$ cat src/rtl/updown_request_generator_pkg.sv
// ============================================================================
// Module      : updown_request_generator_pkg
// Description : Shared request-FSM encodings and default debounce length.
// Revision    : 1.0 - initial release
// ============================================================================
`default_nettype none

package updown_request_generator_pkg;

    localparam int DEFAULT_DEBOUNCE_CYCLES = 16;

    localparam logic [1:0] REQ_IDLE         = 2'b00;
    localparam logic [1:0] REQ_UP           = 2'b01;
    localparam logic [1:0] REQ_DOWN         = 2'b10;
    localparam logic [1:0] REQ_WAIT_RELEASE = 2'b11;

endpackage

`default_nettype wire

$ cat src/rtl/updown_request_generator_button_debouncer.sv
// ============================================================================
// Module      : button_debouncer
// Description : 2-flop synchronizer, stability counter and press-edge pulse.
// Revision    : 1.0 - initial release
// ============================================================================
`default_nettype none

module button_debouncer #(
    parameter int DEBOUNCE_CYCLES = 16
) (
    input  logic clock,
    input  logic reset,
    input  logic i_button,
    output logic o_press
);

    localparam int                CNT_W   = (DEBOUNCE_CYCLES > 1) ? $clog2(DEBOUNCE_CYCLES) : 1;
    localparam logic [CNT_W-1:0]  CNT_MAX = CNT_W'(DEBOUNCE_CYCLES - 1);

    logic             s1_q, s1_d;
    logic             s2_q, s2_d;
    logic             db_q, db_d;
    logic             db_prev_q, db_prev_d;
    logic [CNT_W-1:0] cnt_q, cnt_d;

    always_comb begin
        s1_d      = i_button;
        s2_d      = s1_q;
        db_prev_d = db_q;
        db_d      = db_q;
        cnt_d     = '0;
        // The level only moves after s2 has disagreed for DEBOUNCE_CYCLES cycles in a row.
        if (s2_q != db_q) begin
            if (cnt_q == CNT_MAX) begin
                db_d  = s2_q;
                cnt_d = '0;
            end else begin
                cnt_d = cnt_q + 1'b1;
            end
        end
    end

    always_ff @(posedge clock) begin
        if (reset) begin
            s1_q      <= 1'b0;
            s2_q      <= 1'b0;
            db_q      <= 1'b0;
            db_prev_q <= 1'b0;
            cnt_q     <= '0;
        end else begin
            s1_q      <= s1_d;
            s2_q      <= s2_d;
            db_q      <= db_d;
            db_prev_q <= db_prev_d;
            cnt_q     <= cnt_d;
        end
    end

    assign o_press = db_q & ~db_prev_q;

endmodule

`default_nettype wire

$ cat src/rtl/updown_request_generator.sv
// ============================================================================
// Module      : updown_request_generator
// Description : Debounced button presses turned into handshaked up/down steps.
// Revision    : 1.0 - initial release
// ============================================================================
`default_nettype none

module updown_request_generator
    import updown_request_generator_pkg::*;
#(
    parameter int DEBOUNCE_CYCLES = DEFAULT_DEBOUNCE_CYCLES
) (
    input  logic clock,
    input  logic reset,
    input  logic upButton,
    input  logic downButton,
    input  logic upAck,
    input  logic downAck,
    output logic up,
    output logic down,
    output logic busy,
    output logic dropped
);

    logic       up_press, down_press;
    logic [1:0] state_q, state_d;
    logic       up_q, up_d;
    logic       down_q, down_d;
    logic       dropped_q, dropped_d;
    logic       up_pend_q, up_pend_d;
    logic       down_pend_q, down_pend_d;

    button_debouncer #(.DEBOUNCE_CYCLES(DEBOUNCE_CYCLES)) u_up_debouncer (
        .clock    (clock),
        .reset    (reset),
        .i_button (upButton),
        .o_press  (up_press)
    );

    button_debouncer #(.DEBOUNCE_CYCLES(DEBOUNCE_CYCLES)) u_down_debouncer (
        .clock    (clock),
        .reset    (reset),
        .i_button (downButton),
        .o_press  (down_press)
    );

    always_comb begin
        state_d     = state_q;
        up_d        = up_q;
        down_d      = down_q;
        dropped_d   = 1'b0;
        up_pend_d   = up_pend_q;
        down_pend_d = down_pend_q;

        case (state_q)
            REQ_IDLE: begin
                if (up_press && down_press) begin
                    dropped_d = 1'b1;
                end else if (up_press || up_pend_q) begin
                    state_d   = REQ_UP;
                    up_d      = 1'b1;
                    // A fresh press alongside a consumed pending one stays queued.
                    up_pend_d = up_press & up_pend_q;
                    if (down_press) begin
                        if (down_pend_q) dropped_d   = 1'b1;
                        else             down_pend_d = 1'b1;
                    end
                end else if (down_press || down_pend_q) begin
                    state_d     = REQ_DOWN;
                    down_d      = 1'b1;
                    down_pend_d = down_press & down_pend_q;
                end
            end
            REQ_UP: begin
                if (upAck) begin
                    up_d    = 1'b0;
                    state_d = REQ_WAIT_RELEASE;
                end
            end
            REQ_DOWN: begin
                if (downAck) begin
                    down_d  = 1'b0;
                    state_d = REQ_WAIT_RELEASE;
                end
            end
            REQ_WAIT_RELEASE: begin
                if (!upAck && !downAck) state_d = REQ_IDLE;
            end
            default: begin
                state_d = REQ_IDLE;
                up_d    = 1'b0;
                down_d  = 1'b0;
            end
        endcase

        // While a step is in flight each direction queues one press; extras are discarded.
        if (state_q != REQ_IDLE) begin
            if (up_press) begin
                if (up_pend_q) dropped_d = 1'b1;
                else           up_pend_d = 1'b1;
            end
            if (down_press) begin
                if (down_pend_q) dropped_d   = 1'b1;
                else             down_pend_d = 1'b1;
            end
        end
    end

    always_ff @(posedge clock) begin
        if (reset) begin
            state_q     <= REQ_IDLE;
            up_q        <= 1'b0;
            down_q      <= 1'b0;
            dropped_q   <= 1'b0;
            up_pend_q   <= 1'b0;
            down_pend_q <= 1'b0;
        end else begin
            state_q     <= state_d;
            up_q        <= up_d;
            down_q      <= down_d;
            dropped_q   <= dropped_d;
            up_pend_q   <= up_pend_d;
            down_pend_q <= down_pend_d;
        end
    end

    assign up      = up_q;
    assign down    = down_q;
    assign dropped = dropped_q;
    assign busy    = (state_q != REQ_IDLE);

endmodule

`default_nettype wire

$ cat config.mk
export PLATFORM = sky130hd
export DESIGN_NAME = updown_request_generator
export DESIGN_NICKNAME = d
export VERILOG_FILES = /design/src/rtl/updown_request_generator_pkg.sv /design/src/rtl/updown_request_generator_button_debouncer.sv /design/src/rtl/updown_request_generator.sv
export SDC_FILE = /design/constraint.sdc
export NUM_CORES = 1
export LEC_CHECK = 0
export BUFFER_PORTS_ARGS = -buffer_cell sky130_fd_sc_hd__buf_2
export CAP_MARGIN = 20
export CORE_MARGIN = 1.5
export CORE_UTILIZATION = 58
export DETAILED_ROUTE_END_ITERATION = 8
export PLACE_DENSITY = 0.77
export SLEW_MARGIN = 20
export SYNTH_ARGS = -nofsm -noshare
export SYNTH_HDL_FRONTEND = slang
export SYNTH_HIERARCHICAL = 1
export SYNTH_SLANG_ARGS = --single-unit
$ cat constraint.sdc
create_clock -name clock -period 4.55 [get_ports clock]
set_clock_uncertainty 0.1 [all_clocks]
set_input_delay 0.91 -clock clock [delete_from_list [all_inputs] [get_ports clock]]
set_output_delay 0.91 -clock clock [all_outputs]
set_load 0.05 [all_outputs]
# Yosys cells after proc, flatten, opt, wreduce, memory -nomap -nowiden
# Index checks and enable logic that the tools add are counted.
[op_classes] n_addsub=2 n_eq_ne=15 mux=40 bitwise_logic=8 reduce_logical=17
[op_table] op="two-way mux 1 bit" count=31
[op_table] op="!= test 2 bit (second input constant)" count=7
[op_table] op="two-way mux 2 bit" count=6
[op_table] op="AND reduction 5 bit" count=2
[op_table] op="adder 4 x 1 -> 4 bit (second input constant)" count=2
[op_table] op="== test 4 bit (second input constant)" count=2
[op_table] op="one-hot mux 2 bit (4 select lines)" count=1
[op_table] op="nonzero test 2 bit" count=3
[op_table] op="OR reduction 3 bit" count=2
[op_table] op="bitwise AND 1 bit" count=4
[op_table] op="== test 2 bit (second input constant)" count=2
[op_table] op="inverter 1 bit" count=4
[op_table] op="one-hot mux 1 bit (2 select lines)" count=2
[op_table] op="AND reduction 2 bit" count=2
[op_table] op="AND reduction 4 bit" count=1
[op_table] op="!= test 3 bit (second input constant)" count=1
[op_table] op="== test 2 x 1 -> 1 bit (second input constant)" count=1
[op_table] op="logical AND 1 bit" count=2
[op_table] op="zero test 1 bit" count=2
[op_table] op="zero test 2 bit" count=1
[op_table] op="logical OR 1 bit" count=2
[op_table] op="!= test 1 bit" count=2
[totals] reg_bits=23 inputBits=6 output_inout_bits=4

# Logic depth before layout (Yosys ltp)
[logic_depth] word_depth=11 depth_mapped=7 depth_no_buf=6

# Cells and area by module
# The synthesis kept the hierarchy.
[modules_own_cells] module="button_debouncer" n_inst=2 cells_per_inst=26 area_per_inst_um2=284.0
[modules_own_cells] module="updown_request_generator" n_inst=1 cells_per_inst=59 area_per_inst_um2=480.5

# Least setup slack after synthesis
# OpenSTA, ideal clock, no wires.
[synth_path] kind="register -> output" start="reg state_q[0]" end="out busy" arrival_ps=1083 t_required_ps=3540 slack_ps=2457 path_stages_with_launch=5 n_path_buf=1 path_cell_list="dfxtp_1 -> inv_1 -> ha_1 -> buf_6 -> inv_1"
[synth_between] elab_chain_cells=1
[synth_rtl] element="start: declaration" line="updown_request_generator.sv:26" source="logic [1:0] state_q, state_d;"
[synth_rtl] element="start signal: assignment" line="updown_request_generator.sv:118" source="state_q <= state_d;"
[synth_rtl] element="nonzero test 2 bit" line="updown_request_generator.sv:130" source="assign busy = (state_q != REQ_IDLE);"
[synth_rtl] element="end: declaration" line="updown_request_generator.sv:21" source="output logic busy,"
# No other way between the ends.

# Worst setup path after layout
# Ends and elaborated chain as after synthesis.

==> run_results.csv <==
group,metric,value,unit
status,status,"completed",
timing,fin_crit,2510,ps
worst_setup_path,crit_family,"buffers and inverters",
detailed_routing,post_drt_wl_per_cell,10.8,microns
min_path,worstHoldPathCells,1,
power,total_power,0.370,mW
detailed_routing,wl,1.59,mm
logic_synthesis,synth_top_area_share,43.9,%
cts,cts_tree,"yes",
cts,h-tree-depth,1,
detailed_routing,drc,0,
timing,fin_crit_sh,55.2,%
worst_setup_path,crit_path_end_kind,"primary output",
die,die_w,45.5,microns
logic_synthesis,yosys.area.top_type,"dfxtp_1",
placement,port_buffers,9,
placement,hpwl,1.25,mm
timing,grt_setup_unrepaired,"no",
logic_synthesis,ys_seq_elements,23,
detailed_routing,ant_nets,0,
die,io_pins,10,
placement,dpl_cell_area,1110,sq um
power,power.density,326,nW/um^2
worst_setup_path,r2r_cells,4,
power,combinationalPowerShare,18.0,%
grt,grt_pass1_vias,691,
timing,fin_tns_setup,0,ps
die,std_cell_rows,15,
cells_and_area,final_area,1130,sq um
die,core_area,1710,sq um
cts,cts_sinks,23,
power,p_sw_share,28.2,%
cts,post_cts_buffers,0,
detailed_routing,drtIter0Drc,11,
logic_synthesis,yosys.cell_types.count,30,
cts,hold_buffers,0,
detailed_routing,vias,749,
cts,cts_buffers,3,
cells_and_area,nets,135,
logic_synthesis,yosysWarnings,6,
worst_setup_path,critPathBufInv,3,
worst_setup_path,cpPeakStageDelay,390,ps
timing,maxSlewViolCount,0,
die,initial_utilization,61.4,%
timing,whs,352,ps
worst_setup_path,cp_num_cells,4,
grt,overflow,0,
logic_synthesis,syn_area,1050,sq um
worst_setup_path,crit_fanout,9,
logic_synthesis,seq_area_frac_synth,43.9,%
power,p_leak,0.446,nW
cells_and_area,area_growth,8.23,%
cts,cts_max_path_buffers,2,
worst_setup_path,critPathRequiredTime,3540,ps
worst_setup_path,slowest_stage,"dfxtp_1",
logic_synthesis,syn_avg_cell_area,9.45,sq um
worst_setup_path,arrival,1500,ps
power,clkPwrFrac,24.6,%
detailed_routing,viasPerCell,5.10,
timing,maxSlewHeadroom,64.2,%
logic_synthesis,synthCells,111,
detailed_routing,dr.pass1.iters,4,
timing,tightest_slew,536,ps
power,power_frac_seq,57.5,%
power,vdd_drop_max,0.211,mV
cells_and_area,drive_above_1_share,16.4,%
min_path,min_path_type,"reg2reg",
cts,clk_pin_slew,120,ps
cts,ctsResizeCount,0,
grt,grt.total_usage,18.3,%
cts,clockRootBuffer,"clkbuf_4",
grt,grt_pass1_wl,2.66,mm
worst_setup_path,crit_type,"reg2out",
power,power.switching,0.104,mW
run,maxCapViolations,0,
timing,setup_viol,0,
timing,max_freq,0.398,GHz
power,internal_power,0.265,mW
placement,place_congestion,0.831,
logic_synthesis,syn_nets,123,
cts,clock_latency,310,ps
worst_setup_path,critical_path.cell_chain,"inv_1 -> ha_1 -> inv_1 -> buf_2",
worst_setup_path,path_common_cell,"inv_1",
grt,antenna_found_initial,0,
grt,grt_start_max_net_pins,18,
placement,place_inst,143,
timing,hold_viol,0,
die,die_y,45.5,microns
worst_setup_path,cp-start-kind,"flop",
cells_and_area,layoutNonFillerInstCount,147,
logic_synthesis,synth_area_leaders,"dfxtp_1 44%, ha_1 7.2%, nor2_1 5.7%",
die,dieArea,2070,sq um
cells_and_area,antenna_cells,0,
==> layout by cell type (no fill, tap or decap), types with 2 or more instances in the layout <==
master / netlist / final
inv_1: 9 / 9
buf_2: 1 / 9
nand2_1: 5 / 5
xor2_1: 2 / 2
nand3_1: 2 / 2
mux2i_1: 4 / 4
nor2_1: 16 / 16
xnor2_1: 4 / 4
ha_1: 6 / 6
dfxtp_1: 23 / 23
a21oi_1: 7 / 7
and3_4: 2 / 2
nor2b_1: 8 / 8
or2_1: 2 / 2
or3_4: 2 / 2
o21ai_0: 3 / 3
nor3_1: 2 / 2
clkbuf_4: 0 / 3
==> state kept, by name, summed over array words and instances, names as in the netlist <==
register	count
down	1
down_pend_q	1
dropped	1
state_q	2
u_down_debouncer/cnt_q	4
u_down_debouncer/db_prev_d	1
u_down_debouncer/db_prev_q	1
u_down_debouncer/s1_q	1
u_down_debouncer/s2_q	1
u_up_debouncer/cnt_q	4
u_up_debouncer/db_prev_d	1
u_up_debouncer/db_prev_q	1
u_up_debouncer/s1_q	1
u_up_debouncer/s2_q	1
up	1
up_pend_q	1
==> cells in the mapped netlist <==
master	count
xnor2_1	4
o211ai_1	1
a21oi_1	7
a211oi_1	1
nand2_1	5
o21ai_1	1
a22oi_1	1
nor2b_1	8
ha_1	6
nor4_2	1
nor3_1	2
a2111oi_4	1
buf_6	1
or2_1	2
o21ai_2	1
o21ai_0	3
and3_4	2
nand2b_1	1
dfxtp_1	23
nand3_1	2
a31oi_1	1
or3_4	2
buf_2	1
mux2i_1	4
o21a_1	1
xor2_1	2
nor2_1	16
nand3_2	1
a21o_1	1
inv_1	9
==> layout make-up <==
class,count,area (sq um)
sequential,23,460
inverter,9,33.8
timing repair buffer,9,45.0
fill,152,573
clock buffer,4,26.3
multi-input combinational,77,538
tap,25,31.3
==> worst paths after layout <==
path,from,slack [ps],to
max,state_q[0],2040,busy
min,u_down_debouncer/cnt_q[0],350,u_down_debouncer/cnt_q[0]
max reg2reg,u_down_debouncer/db_prev_d,2770,state_q[0]
min reg2reg,u_down_debouncer/cnt_q[0],350,u_down_debouncer/cnt_q[0]
==> per-layer routing <==
| metal | up-vias | global-route usage [%] | wire (microns) |
|---|---|---|---|
| li1 | 389 | - | - |
| met1 | 344 | 19.8 | 751 |
| met2 | 12 | 31.0 | 776 |
| met3 | 4 | 6.35 | 45 |
| met4 | 0 | 10.0 | 17 |
| met5 | - | 0 | 0 |
==> per-stage QoR <==
stage	setup slack, ps	utilization [%]
global route	1910	66.4
global placement	2430	64.9
floorplan	2460	-
CTS	2020	66.4
finish	2040	66.4
detailed placement	2390	64.9
==> power groups by stage <==
stage | logic (mW) | registers [mW] | clock network [mW]
6_report | 0.0664 | 0.213 | 0.0908
5_1_grt | 0.0728 | 0.214 | 0.105
4_1_cts | 0.0669 | 0.213 | 0.0977
3_5_place_dp | 0.0667 | 0.217 | 0
3_3_place_gp | 0.0650 | 0.217 | 0
2_1_floorplan | 0.0451 | 0.226 | 0
==> cells by family after synthesis <==
group	Yosys count	synth area share, %
simple gates	42	22.4
xor+xnor	6	5.01
fa+ha+maj	6	7.16
mux	4	3.82
compound gates	19	12.9
buf+inv	11	4.77
flops	23	43.9
Note: power is estimated with default switching activity, not from simulation.
